<file path="config.mk">
export PLATFORM = sky130hd
export DESIGN_NAME = uart_tx_fifo_8n1
export DESIGN_NICKNAME = d
export VERILOG_FILES = /design/src/rtl/uart_pkg.sv /design/src/rtl/uart_byte_fifo.sv /design/src/rtl/uart_tx_fifo_8n1.sv
export SDC_FILE = /design/constraint.sdc
export NUM_CORES = 1
export LEC_CHECK = 0
export ABC_AREA = 1
export CORE_MARGIN = 10
export CORE_UTILIZATION = 32
export DETAILED_ROUTE_END_ITERATION = 8
export PLACE_DENSITY = 0.59
export SKIP_LAST_GASP = 1
export SYNTH_ARGS = -nofsm -noshare
export SYNTH_HDL_FRONTEND = slang
export SYNTH_SLANG_ARGS = --single-unit
</file>
<file path="constraint.sdc">
create_clock -name clk -period 4.1 [get_ports clk]
set_input_delay 0.82 -clock clk [delete_from_list [all_inputs] [get_ports clk]]
set_output_delay 0.82 -clock clk [all_outputs]
set_load 0.02 [all_outputs]
</file>
<file path="src/rtl/uart_pkg.sv">
// Shared UART definitions used by both the transmitter and the on-chip receiver.
//   UART_CLK_HZ / UART_BAUD / UART_CLKS_PER_BIT : default link timing
//   TX_* / tx_state_t                            : transmitter FSM encoding
//   FRAME_BITS                                   : 8N1 frame length in bit times
package uart_pkg;

  localparam int UART_CLK_HZ       = 12_000_000;
  localparam int UART_BAUD         = 115_200;
  localparam int UART_CLKS_PER_BIT = UART_CLK_HZ / UART_BAUD;

  localparam logic [1:0] TX_IDLE  = 2'd0;
  localparam logic [1:0] TX_START = 2'd1;
  localparam logic [1:0] TX_DATA  = 2'd2;
  localparam logic [1:0] TX_STOP  = 2'd3;

  typedef enum logic [1:0] {
    ST_IDLE  = TX_IDLE,
    ST_START = TX_START,
    ST_DATA  = TX_DATA,
    ST_STOP  = TX_STOP
  } tx_state_t;

  // start + 8 data + stop
  localparam int FRAME_BITS = 10;

endpackage

</file>
<file path="src/rtl/uart_byte_fifo.sv">
// Small synchronous FIFO used to queue bytes ahead of the serializer.
//   clk, rst_n : clock and asynchronous active-low reset (clears pointers/count)
//   push, din  : write din when push is high and the FIFO is not full
//   pop        : drop the head entry when pop is high and the FIFO is not empty
//   dout       : head entry, combinational
//   count      : number of stored entries
//   full/empty : derived from the registered count
module uart_byte_fifo
  import uart_pkg::*;
#(
  parameter int DEPTH  = 4,
  parameter int DATA_W = 8
) (
  input  logic                         clk,
  input  logic                         rst_n,
  input  logic                         push,
  input  logic                         pop,
  input  logic [DATA_W-1:0]            din,
  output logic [DATA_W-1:0]            dout,
  output logic [$clog2(DEPTH+1)-1:0]   count,
  output logic                         full,
  output logic                         empty
);

  localparam int PTR_W = (DEPTH > 1) ? $clog2(DEPTH) : 1;
  localparam int CNT_W = $clog2(DEPTH + 1);

  logic [DATA_W-1:0] mem [DEPTH];
  logic [PTR_W-1:0]  wr_ptr;
  logic [PTR_W-1:0]  rd_ptr;
  logic              do_push;
  logic              do_pop;

  assign full    = (count == CNT_W'(DEPTH));
  assign empty   = (count == '0);
  assign do_push = push && !full;
  assign do_pop  = pop && !empty;
  assign dout    = mem[rd_ptr];

  // Storage carries no reset; stale contents are unreachable once count is 0.
  always_ff @(posedge clk) begin
    if (do_push) begin
      mem[wr_ptr] <= din;
    end
  end

  // DEPTH is a power of two, so pointers wrap by natural overflow.
  always_ff @(posedge clk or negedge rst_n) begin
    if (!rst_n) begin
      wr_ptr <= '0;
      rd_ptr <= '0;
      count  <= '0;
    end else begin
      if (do_push) begin
        wr_ptr <= wr_ptr + PTR_W'(1);
      end
      if (do_pop) begin
        rd_ptr <= rd_ptr + PTR_W'(1);
      end
      case ({do_push, do_pop})
        2'b10:   count <= count + CNT_W'(1);
        2'b01:   count <= count - CNT_W'(1);
        default: count <= count;
      endcase
    end
  end

endmodule

</file>
<file path="src/rtl/uart_tx_fifo_8n1.sv">
// 8N1 UART transmitter (LSB first, idle-high) fed by a small byte FIFO.
//   clk, rst_n  : clock and asynchronous active-low reset
//   tx_enable   : allows a new frame to start; a running frame always completes
//   tx_data     : byte to queue, sampled only on an accepted push
//   tx_valid    : producer has a byte; push happens when tx_valid && tx_ready
//   tx_ready    : FIFO not full (from the registered count)
//   tx          : registered serial line
//   busy        : high from start-bit launch to the end of the last stop bit
//   fifo_count  : bytes waiting, not counting the one being shifted
module uart_tx_fifo_8n1
  import uart_pkg::*;
#(
  parameter int CLK_HZ       = UART_CLK_HZ,
  parameter int BAUD         = UART_BAUD,
  parameter int CLKS_PER_BIT = CLK_HZ / BAUD,
  parameter int FIFO_DEPTH   = 4
) (
  input  logic                              clk,
  input  logic                              rst_n,
  input  logic                              tx_enable,
  input  logic [7:0]                        tx_data,
  input  logic                              tx_valid,
  output logic                              tx_ready,
  output logic                              tx,
  output logic                              busy,
  output logic [$clog2(FIFO_DEPTH+1)-1:0]   fifo_count
);

  localparam int               BAUD_W    = (CLKS_PER_BIT > 1) ? $clog2(CLKS_PER_BIT) : 1;
  localparam logic [BAUD_W-1:0] BAUD_LAST = BAUD_W'(CLKS_PER_BIT - 1);

  tx_state_t         state;
  logic [BAUD_W-1:0] baud_cnt;
  logic [2:0]        bit_idx;
  logic [7:0]        shift_q;
  logic [7:0]        fifo_dout;
  logic              fifo_full;
  logic              fifo_empty;
  logic              fifo_push;
  logic              fifo_pop;
  logic              baud_last;
  logic              can_start;

  assign baud_last = (baud_cnt == BAUD_LAST);
  assign can_start = tx_enable && !fifo_empty;
  // A new frame launches from IDLE, or straight out of the last stop-bit
  // cycle so consecutive bytes leave with no idle gap.
  assign fifo_pop  = can_start && ((state == ST_IDLE) || ((state == ST_STOP) && baud_last));
  assign fifo_push = tx_valid && !fifo_full;
  assign tx_ready  = !fifo_full;

  uart_byte_fifo #(
    .DEPTH  (FIFO_DEPTH),
    .DATA_W (8)
  ) u_fifo (
    .clk   (clk),
    .rst_n (rst_n),
    .push  (fifo_push),
    .pop   (fifo_pop),
    .din   (tx_data),
    .dout  (fifo_dout),
    .count (fifo_count),
    .full  (fifo_full),
    .empty (fifo_empty)
  );

  // The byte in flight lives here; loaded on the same edge the start bit launches.
  always_ff @(posedge clk) begin
    if (fifo_pop) begin
      shift_q <= fifo_dout;
    end
  end

  always_ff @(posedge clk or negedge rst_n) begin
    if (!rst_n) begin
      state    <= ST_IDLE;
      baud_cnt <= '0;
      bit_idx  <= '0;
      tx       <= 1'b1;
      busy     <= 1'b0;
    end else begin
      case (state)
        ST_IDLE: begin
          baud_cnt <= '0;
          bit_idx  <= '0;
          if (fifo_pop) begin
            state <= ST_START;
            tx    <= 1'b0;
            busy  <= 1'b1;
          end
        end

        ST_START: begin
          if (baud_last) begin
            baud_cnt <= '0;
            bit_idx  <= '0;
            state    <= ST_DATA;
            tx       <= shift_q[0];
          end else begin
            baud_cnt <= baud_cnt + BAUD_W'(1);
          end
        end

        ST_DATA: begin
          if (baud_last) begin
            baud_cnt <= '0;
            if (bit_idx == 3'd7) begin
              state <= ST_STOP;
              tx    <= 1'b1;
            end else begin
              bit_idx <= bit_idx + 3'd1;
              tx      <= shift_q[bit_idx + 3'd1];
            end
          end else begin
            baud_cnt <= baud_cnt + BAUD_W'(1);
          end
        end

        ST_STOP: begin
          if (baud_last) begin
            baud_cnt <= '0;
            if (fifo_pop) begin
              state <= ST_START;
              tx    <= 1'b0;
            end else begin
              state <= ST_IDLE;
              busy  <= 1'b0;
            end
          end else begin
            baud_cnt <= baud_cnt + BAUD_W'(1);
          end
        end

        default: begin
          state    <= ST_IDLE;
          baud_cnt <= '0;
          bit_idx  <= '0;
          tx       <= 1'b1;
          busy     <= 1'b0;
        end
      endcase
    end
  end

endmodule

</file>
# Word-level counts from Yosys, hierarchy flattened
# Memory sizes are Yosys's and may differ from the RTL's. A register that Yosys moved wholly into a read port is not among the register bits.
# Cells that the tools add are included.
[word_totals] ramBits=32 mem_count=1 in_bits=12 regBits=21 elab_cells=78 output_inout_bits=6
[memory_table] memory="u_fifo.mem" words=4 width=8 rd=1 rd_clocked_by_memory_dff=1 write_ports=1 line="uart_byte_fifo.sv:28" source="logic [DATA_W-1:0] mem [DEPTH];"
[classes] n_reduce_logical=19 mux=28 order_cmp=1 addsub=6 eq_ne=15
[ops] operator="case mux 7 bit (2 select lines)" count=1
[ops] operator="2-to-1 mux 1 bit" count=12
[ops] operator="!= test 2 bit, second input constant" count=6
[ops] operator="2-to-1 mux 2 bit" count=5
[ops] operator="2-to-1 mux 3 bit" count=3
[ops] operator="case mux 3 bit (3 select lines)" count=1
[ops] operator="case mux 2 bit (4 select lines)" count=1
[ops] operator="AND reduction 4 bit" count=2
[ops] operator="adder 7 x 1 -> 7 bit, second input constant" count=1
[ops] operator="== test 7 bit, second input constant" count=1
[ops] operator="2-to-1 mux 7 bit" count=1
[ops] operator="adder 3 x 1 -> 3 bit, second input constant" count=2
[ops] operator="== test 2 bit, second input constant" count=3
[ops] operator="== test 3 bit, second input constant" count=2
[ops] operator="logical AND 1 bit" count=6
[ops] operator="case mux 3 bit (2 select lines)" count=1
[ops] operator="AND reduction 5 bit" count=1
[ops] operator="adder 2 x 1 -> 2 bit, second input constant" count=2
[ops] operator="== test 2 x 1 -> 1 bit, second input constant" count=2
[ops] operator="less-than comparator 3 x 4 -> 1 bit, second input constant" count=1
[ops] operator="case mux 1 bit (4 select lines)" count=1
[ops] operator="nonzero test 2 bit" count=2
[ops] operator="binary-select mux 1 bit (select 3 bit)" count=1
[ops] operator="logical NOT 3 bit" count=1
[ops] operator="other kinds (9)" count=10

# Longest topological paths before layout
[depth] ltp_word=7 ltp_mapped=13 mapped_depth_nobuf=13

# Hierarchy
# From an unflattened synthesis, not the netlist that was laid out.
[hier_totals] cells_unflattened=284 area_unflattened_um2=2921.6
[modules_own_cells] mod="uart_byte_fifo" instances=1 cells_per_inst=154 area_each_um2=1741.7 seq_area_each_um2=1136.1
[modules_own_cells] mod="uart_tx_fifo_8n1" instances=1 cells_per_inst=130 area_each_um2=1179.9 seq_area_each_um2=591.8

# Least setup slack after synthesis
# No wires, ideal clock.
[synth_timing] kind="input port to flip-flop" start="input port tx_enable" end="register u_fifo.count[2]" n_path_buf=0 arrival_ps=2047 required_time_ps=3969 setup_ps=131 cell_stages=10 slack_ps=1922 cell_sequence="nand2_1 inv_1 nand2_4 inv_1 ha_1 inv_1 fa_1 a21oi_1 o21ai_0 xor2_1"
[synth_between] elab_chain_len=5 word_cells_on_any_way=7 cone_classes="eq/ne (2); mux (1); reduce/logical (4)"
[synth_lines] item="start, declared" line="uart_tx_fifo_8n1.sv:20" source="input logic tx_enable,"
[synth_lines] item="logical AND 1 bit *" line="uart_tx_fifo_8n1.sv:45" source="assign can_start = tx_enable && !fifo_empty;"
[synth_lines] item="logical AND 1 bit *" line="uart_tx_fifo_8n1.sv:48" source="assign fifo_pop = can_start && ((state == ST_IDLE) || ((state == ST_STOP) && baud_last));"
[synth_lines] item="logical AND 1 bit *" line="uart_byte_fifo.sv:37" source="assign do_pop = pop && !empty;"
[synth_lines] item="named net u_fifo.do_pop" line="uart_byte_fifo.sv:32" source="logic do_pop;"
[synth_lines] item="== test 2 x 1 -> 1 bit / == test 2 bit (equally long branches)" line="uart_byte_fifo.sv:60" source="case ({do_push, do_pop})"
[synth_lines] item="case mux 3 bit (2 select lines) / nonzero test 2 bit (equally long branches)"
[synth_lines] item="end signal, assigned" line="uart_byte_fifo.sv:61" source="2'b10: count <= count + CNT_W'(1);"
[synth_lines] item="end signal, assigned" line="uart_byte_fifo.sv:62" source="2'b01: count <= count - CNT_W'(1);"
[synth_lines] item="end signal, assigned" line="uart_byte_fifo.sv:63" source="default: count <= count;"
[synth_lines] item="end, declared" line="uart_byte_fifo.sv:20" source="output logic [$clog2(DEPTH+1)-1:0] count,"
# The timed path passes the listed nets; every way through them passes the cells marked *.
# A chain may end at the register's enable or synchronous reset.

# Worst setup path in the final report
# Same ends and word-level chain as after synthesis.

==> flow_summary.yaml <==
run_status:
  status: "complete, no violations"
sta:
  fin_skew_ns: 0.00883
  setup_ws_ns: 1.71
  rsz0062_at_grt: "no"
  min_period_over_period_pct: 58.3
  fin_crit_ns: 2.39
  finalHoldViolCount: 0
  finalSetupViolCount: 0
  setup_tns_ns: 0
  slew_viol_final: 0
  slew_headroom_pct: 38.4
  holdWs_ns: 0.472
  worst-slew-pin-transition_ns: 0.922
  fmaxAchievable_ghz: 0.419
synthesis:
  synth_cells: 258
  yosys_warnings: 0
  yosysUniqueCellTypes: 31
  netlist_area_sq_mm: 0.00280
  async_reset_ff_share_pct: 34.4
  synth_area_leaders: "edfxtp_1, dfrtp_1, ha_1"
  synth.avg_cell_area_sq_um: 10.8
  synth_nets: 285
  ys.flop_type: "edfxtp_1"
  seq_area_frac_synth_pct: 61.8
  synth_top_area_cell: "edfxtp_1"
  ys_ff_latch: 61
  synth_top_cell_area_share_pct: 43.0
  synth-edff-count: 40
worst_setup_path:
  critPathLaunch: "tx_enable"
  slowest_stage: "clkdlybuf4s50_1"
  path_class: "in -> reg"
  r2r-start: "baud_cnt[0]"
  max_stage_delay_ns: 0.45
  crit_chain: "clkdlybuf4s50_1, nand2_1, inv_1, nand2_4, inv_1, ha_1, inv_1, fa_1, a21oi_1, o21ai_0, xor2_1"
  cp_common_cell: "inv_1"
  cp.arrival_ns: 2.60
  crit_required_ns: 4.32
  start_kind: "input pin"
  ff2ff_path_depth: 13
  cp_max_fo: 5
  critPathCaptureType: "flop"
floorplan:
  rows: 34
  die_x_um: 113
  io_pins: 18
  start_util_pct: 32.5
  dieArea_sq_mm: 0.0129
  die_y_um: 113
  core-area_sq_mm: 0.00859
place:
  pre_cts_slack_ns: 1.34
  placed_cell_area_sq_mm: 0.00309
  gp_congestion: 0.736
  dpl.hpwl_um: 3510
  io_buffers: 17
power_and_ir_drop:
  sequentialPowerShare_pct: 57.5
  internal_power_w: 0.000884
  ir_worst_vdd_v: 0.000145
  power_w: 0.00114
  clockPowerShare_pct: 40.9
  power_switching_w: 0.000256
  leakagePower_nw: 1.34
  switching_share_pct: 22.4
  p_per_area_mw_per_mm2: 350
  pwr-share-comb_pct: 1.6
clock_network:
  htreeDepth: 3
  numClockSinks: 61
  worstSkewPairLatency_ns: 0.34
  cts_resized: 0
  cts_tree: "done"
  cts_setup_buffers: 0
  clkSlewWorstSetupHoldPaths_ns: 0.07
  numCtsBuffers: 9
  cts-root-buf: "clkbuf_8"
  cts_hold_repair.buffers: 0
  cts_max_path_buffers: 2
route:
  routedWlPerCell_um: 12.2
  vias: 1811
  firstDrtPassIters: 4
  drt_wl_total_um: 4830
  vias_per_cell: 4.57
  ant_nets: 0
  post-route-drc-count: 0
  drtIter0Drc: 111
hold_path:
  min_path_cells: 2
  hold_path.startpoint: "tx"
  hp-class: "reg -> reg"
layout:
  drive_gt1_share_pct: 10.4
  syn_to_final_growth_pct: 16.6
  antennaDiodeCount: 0
  nFillCells: 852
  nets: 310
  fin_area_sq_mm: 0.00326
global_route:
  grt_max_degree: 22
  grtUsageTotal_pct: 8.00
  overflow: 0
  grt_pass1_wl_um: 8310
  antenna_found_initial: 0
  grt_pass1_vias: 1867
flow_run:
  maxCapViolCount: 0
[area by class of cell]
| cell class | count | area [sq um] | area share (%) |
|---|---|---|---|
| flip-flops and latches | 61 | 1730 | 53.0 |
| repair buffers | 17 | 170 | 5.22 |
| clock buffers | 9 | 124 | 3.80 |
| inverters | 38 | 143 | 4.38 |
| well taps | 108 | 135 | 4.15 |
| clock inverters | 7 | 48.8 | 1.50 |
| multi-input cells | 156 | 911 | 27.9 |
[metal layers]
layer	global-route usage (%)	vias up	wire length (um)
li1	-	916	-
met1	8.41	859	2020
met2	13.9	28	2510
met3	2.62	8	186
met4	4.15	0	110
met5	0	-	0
[cell families after synthesis]
family	Yosys count	share of synthesized area, %
simple gates	93	15.5
flops	61	61.8
compound gates	44	8.86
buf+inv	41	5.60
fa+ha+maj	15	6.98
xor+xnor	4	1.25
[flip-flops by register name, summed over array words and instances (netlist names)]
| name | cells |
|---|---|
| u_fifo.count | 3 |
| bit_idx | 3 |
| busy | 1 |
| u_fifo.wr_ptr | 2 |
| u_fifo.mem | 32 |
| tx | 1 |
| state | 2 |
| baud_cnt | 7 |
| shift_q | 8 |
| u_fifo.rd_ptr | 2 |
[stage by stage]
stage,util [%],std cells
finish,37.9,396
global route,37.9,396
CTS,37.9,396
detailed placement,35.9,380
global placement,35.9,380
floorplan,-,258
[worst max-delay path, delay by kind of cell]
family | cells | cell delay (ns)
compound gates | 2 | 0.25
simple gates | 2 | 0.15
xor+xnor | 1 | 0.15
fa+ha+maj | 2 | 0.51
buf+inv | 4 | 0.72
[power by group through the flow]
stage,logic [W],clock network (W),registers (W)
after floorplan,0.00000107,0,0.000668
after global placement,0.0000190,0,0.000668
after detailed placement,0.0000195,0,0.000668
after CTS,0.0000195,0.000486,0.000655
after global routing,0.0000211,0.000508,0.000655
final,0.0000187,0.000466,0.000655
[Yosys cell counts (all sizes together) (2+ instances only)]
| cell type | instances |
|---|---|
| a21oi | 3 |
| buf | 2 |
| dfrtp | 20 |
| edfxtp | 40 |
| ha | 14 |
| inv | 38 |
| nand2 | 43 |
| nand3 | 13 |
| nand4 | 2 |
| nor2 | 34 |
| o211ai | 2 |
| o21ai | 28 |
| o22ai | 8 |
| xor2 | 3 |
[final timing paths]
check	to	slack (ns)
worst max-delay path	u_fifo.count[2]	1.71
worst min-delay path	tx	0.47
worst max register to register	u_fifo.count[2]	1.87
worst min register to register	tx	0.47
max in group asynchronous	bit_idx[1]	2.53
min in group asynchronous	baud_cnt[3]	1.00
[layout by cell type, fill, tap and decap left out, types with 4 or more instances in the layout]
cell	synthesis	final
nand2_2	4	4
ha_1	14	14
edfxtp_1	40	40
nand2_1	36	36
dfrtp_1	20	20
o21ai_1	4	4
nand3_1	12	12
nor2_1	31	31
o22ai_1	8	8
inv_1	36	36
clkbuf_8	0	9
o21ai_0	23	23
clkdlybuf4s50_1	0	17
Note: power is estimated with default switching activity, not from simulation.
==> RTL change 1: new RTL, same flow settings <==
`FIFO_DEPTH`: 4 -> 2.
--- a/src/rtl/uart_tx_fifo_8n1.sv
+++ b/src/rtl/uart_tx_fifo_8n1.sv
@@ -14,5 +14,5 @@
   parameter int BAUD         = UART_BAUD,
   parameter int CLKS_PER_BIT = CLK_HZ / BAUD,
-  parameter int FIFO_DEPTH   = 4
+  parameter int FIFO_DEPTH   = 2
 ) (
   input  logic                              clk,
Ports: changed (resized fifo_count); port bits go from 18 to 17. The function was not compared with the original's and may differ.
==> RTL change 1 against the original RTL <==
Count of clock-buffer cells in the layout down 4. Area after synthesis down 32%. Wire length down 40%. Cell area down 31%. First-iteration DRC count down 65%. Critical path depth down 8. Sequential cell count down 19. Via count down 36%. Setup slack better by 0.037 ns. Power up 22%. Largest cell class unchanged.
==> RTL change 1: results <==
{
  "first_pass_iters": 3,
  "fillerInstances": 564,
  "grtUsageMet2": 0.111,
  "whs_ns": 0.465,
  "grt_util_met1": 0.0700,
  "grt_pass1_wl_mm": 5.14,
  "synth_cell_types": 25,
  "dp_hpwl_mm": 2.23,
  "r2r_end": "u_fifo.count[1]",
  "status": "complete, no violations",
  "drive_gt1_frac": 0.135,
  "synth_nets": 190,
  "reg.largest.list": "u_fifo.mem (16), shift_q (8), baud_cnt (7)",
  "place_area_sq_mm": 0.00215,
  "min-delay-start": "baud_cnt[0]",
  "vias": 1153,
  "hold_depth": 1,
  "fin_worst_skew_ns": 0.00153,
  "leakagePower_nw": 0.933,
  "worst_pin_slew_ns": 0.805,
  "seq_area_frac_synth": 0.616,
  "crit_fanout": 6,
  "met3_usage": 0.0199,
  "grt_max_degree": 19,
  "ir_drop_mv": 0.231
}
-- RTL change 1: per-layer routing --
layer | up-vias | part of all wire | wire, microns
met5 | - | 0 | 0
met4 | 0 | 0.024 | 69
met3 | 7 | 0.029 | 84
met2 | 15 | 0.48 | 1370
met1 | 523 | 0.47 | 1350
li1 | 608 | - | -
-- RTL change 1: worst max path at each step --
stage	start	to	cells past startpoint
3_5_place_dp	tx_enable	u_fifo.count[1]	9
2_1_floorplan	tx_enable	u_fifo.count[1]	8
3_3_place_gp	tx_enable	u_fifo.count[1]	9
5_1_grt	u_fifo.count[0]	tx_ready	3
4_1_cts	u_fifo.count[0]	tx_ready	3
6_report	u_fifo.count[0]	tx_ready	3
-- RTL change 1: area by class of cell --
type | count | area share
timing repair buffer | 16 | 0.0712
clock buffer | 5 | 0.0306
tap | 75 | 0.0417
sequential | 42 | 0.521
multi-input combinational | 105 | 0.288
clock inverter | 3 | 0.0128
inverter | 21 | 0.0350
-- RTL change 1: worst max-delay path: stages, from the launching register on --
cell and delay [ns]:
dfrtp_1 0.45, inv_1 0.06, nand2_1 0.11, clkdlybuf4s50_1 0.62
-- RTL change 1: cell families (layout without fill, tap and decap cells) --
group / Yosys count / count (layout) / share of synthesized area
and+or+nand+nor: 67 / 67 / 0.164
buffers and inverters: 22 / 45 / 0.0440
xor gates and xnor gates: 4 / 4 / 0.0184
AOI/OAI and AO/OA: 17 / 17 / 0.0506
muxes: 8 / 8 / 0.0473
DFF: 42 / 42 / 0.616
adders and majority gates: 9 / 9 / 0.0592
-- RTL change 1: power breakdown --
| group | switching [mW] | leakage (nW) | internal (mW) |
|---|---|---|---|
| Combinational | 0.268 | 0.435 | 0.202 |
| Clock | 0.155 | 0.0506 | 0.127 |
| Sequential | 0.0721 | 0.447 | 0.570 |
| Total | 0.495 | 0.933 | 0.899 |
==> RTL change 2: new RTL, same settings <==
Made on the original files. Register the output `fifo_count`, with the module's reset; this adds one clock of latency there. The other outputs are not delayed to match.
--- a/src/rtl/uart_tx_fifo_8n1.sv
+++ b/src/rtl/uart_tx_fifo_8n1.sv
@@ -30,4 +30,6 @@
   localparam logic [BAUD_W-1:0] BAUD_LAST = BAUD_W'(CLKS_PER_BIT - 1);
 
+  logic [$clog2(FIFO_DEPTH+1)-1:0] fifo_count_d;
+
   tx_state_t         state;
   logic [BAUD_W-1:0] baud_cnt;
@@ -60,5 +62,5 @@
     .din   (tx_data),
     .dout  (fifo_dout),
-    .count (fifo_count),
+    .count (fifo_count_d),
     .full  (fifo_full),
     .empty (fifo_empty)
@@ -143,4 +145,12 @@
   end
 
+  always_ff @(posedge clk or negedge rst_n) begin
+    if (!rst_n) begin
+      fifo_count <= '0;
+    end else begin
+      fifo_count <= fifo_count_d;
+    end
+  end
+
 endmodule
 
Check against the original RTL: not equivalent (Yosys sat finds a counterexample within 4 cycles, from zero or initial values and one cycle with rst_n low).
==> RTL change 2 against the original RTL <==
First-iteration DRC count down 37%. Power up 1.2%. Sequential cell count up 3. Hold slack worse by 0.044 ns. Wire length down 0.25%. Area after synthesis up 1.9%. Setup slack worse by 0.015 ns. Cell area up 1.2%. Critical endpoint unchanged. Largest power group unchanged.
==> RTL change 2: results <==
{
  "seq_area_frac_synth": 0.633,
  "synth_xor_area_frac": 0.0123,
  "post-place-ws_ns": 1.35,
  "synth_cell_types": 27,
  "synthMuxAreaShare": 0,
  "status": "complete, no violations",
  "ys.flop_type": "edfxtp_1",
  "dp.cells": 384,
  "internal_power_mw": 0.906,
  "relSlewSlack": 0.275,
  "ys_top_cells_by_area": "edfxtp_1 42%, dfrtp_1 20%, ha_1 6.2%, nand2_1 5.0%, inv_1 4.6%",
  "grtUsageTotal": 0.0826,
  "grt_max_degree": 25,
  "grt_pass1_wl_mm": 8.53,
  "synth_nets": 289,
  "yosys-top-cells-count": "40 x edfxtp_1, 38 x nand2_1, 35 x inv_1, 32 x nor2_1",
  "place_area_sq_mm": 0.00314,
  "cp_slowest_cell": "clkdlybuf4s50_1",
  "dp_hpwl_mm": 3.36,
  "ir_drop_mv": 0.247,
  "vias": 1807,
  "finalNetCount": 314,
  "synth_compound_area_frac": 0.0808,
  "avgRoutedWirePerCell_microns": 12.1,
  "grt_pass1_vias": 1871,
  "wl_mm": 4.82,
  "fin_worst_skew_ns": 0.00906,
  "synth_area_per_cell_sq_um": 10.9,
  "async_flop_share": 0.375,
  "area.sequential_sq_mm": 0.00180,
  "synthAdderAreaFrac": 0.0685
}
RTL change 2: logic make-up after synthesis:
logic type,count (synthesis)
AOI/OAI and AO/OA,42
xor gates and xnor gates,4
adders and majority gates,15
buffers and inverters,40
DFF,64
and+or+nand+nor,97
RTL change 2: power by group through the flow:
stage                     logic, mW  registers (mW)  clock network [mW]
after global placement       0.0196           0.698                   0
final                        0.0192           0.685               0.450
after CTS                    0.0200           0.685               0.468
after detailed placement     0.0198           0.698                   0
after global routing         0.0216           0.684               0.496
after floorplan             0.00104           0.698                   0
RTL change 2: per-layer routing:
layer / track usage / wire, microns
met1: 0.0957 / 2260
met2: 0.132 / 2290
met3: 0.0241 / 147
met4: 0.0501 / 124
met5: 0 / 0
RTL change 2: layout make-up:
type	instances	share of cell area
Timing Repair Buffer	17	0.0516
Clock inverter	6	0.0114
Clock buffer	9	0.0376
Multi-Input combinational cell	158	0.269
Inverter	37	0.0425
Sequential cell	64	0.547
Tap cell	108	0.0410
RTL change 2: worst paths after layout:
check,start,end,slack [ns],cells past startpoint
max,tx_enable,u_fifo.count[2],1.70,11
min,u_fifo.count[2],fifo_count[2],0.43,0
max reg2reg,baud_cnt[0],u_fifo.count[2],1.83,13
min reg2reg,u_fifo.count[2],fifo_count[2],0.43,0
max in group asynchronous,rst_n,fifo_count[1],2.37,1
min in group asynchronous,rst_n,u_fifo.count[0],1.07,1
RTL change 2: worst register-to-register path: stages, from the launching register on:
cell     delay, ns
dfrtp_1       0.40
ha_1          0.19
nand2_2       0.08
nor2_4        0.12
nand3_1       0.09
nand2_2       0.12
nand2_4       0.09
inv_1         0.07
ha_1          0.13
inv_1         0.06
fa_1          0.38
a21oi_1       0.15
o21ai_0       0.11
xor2_1        0.15
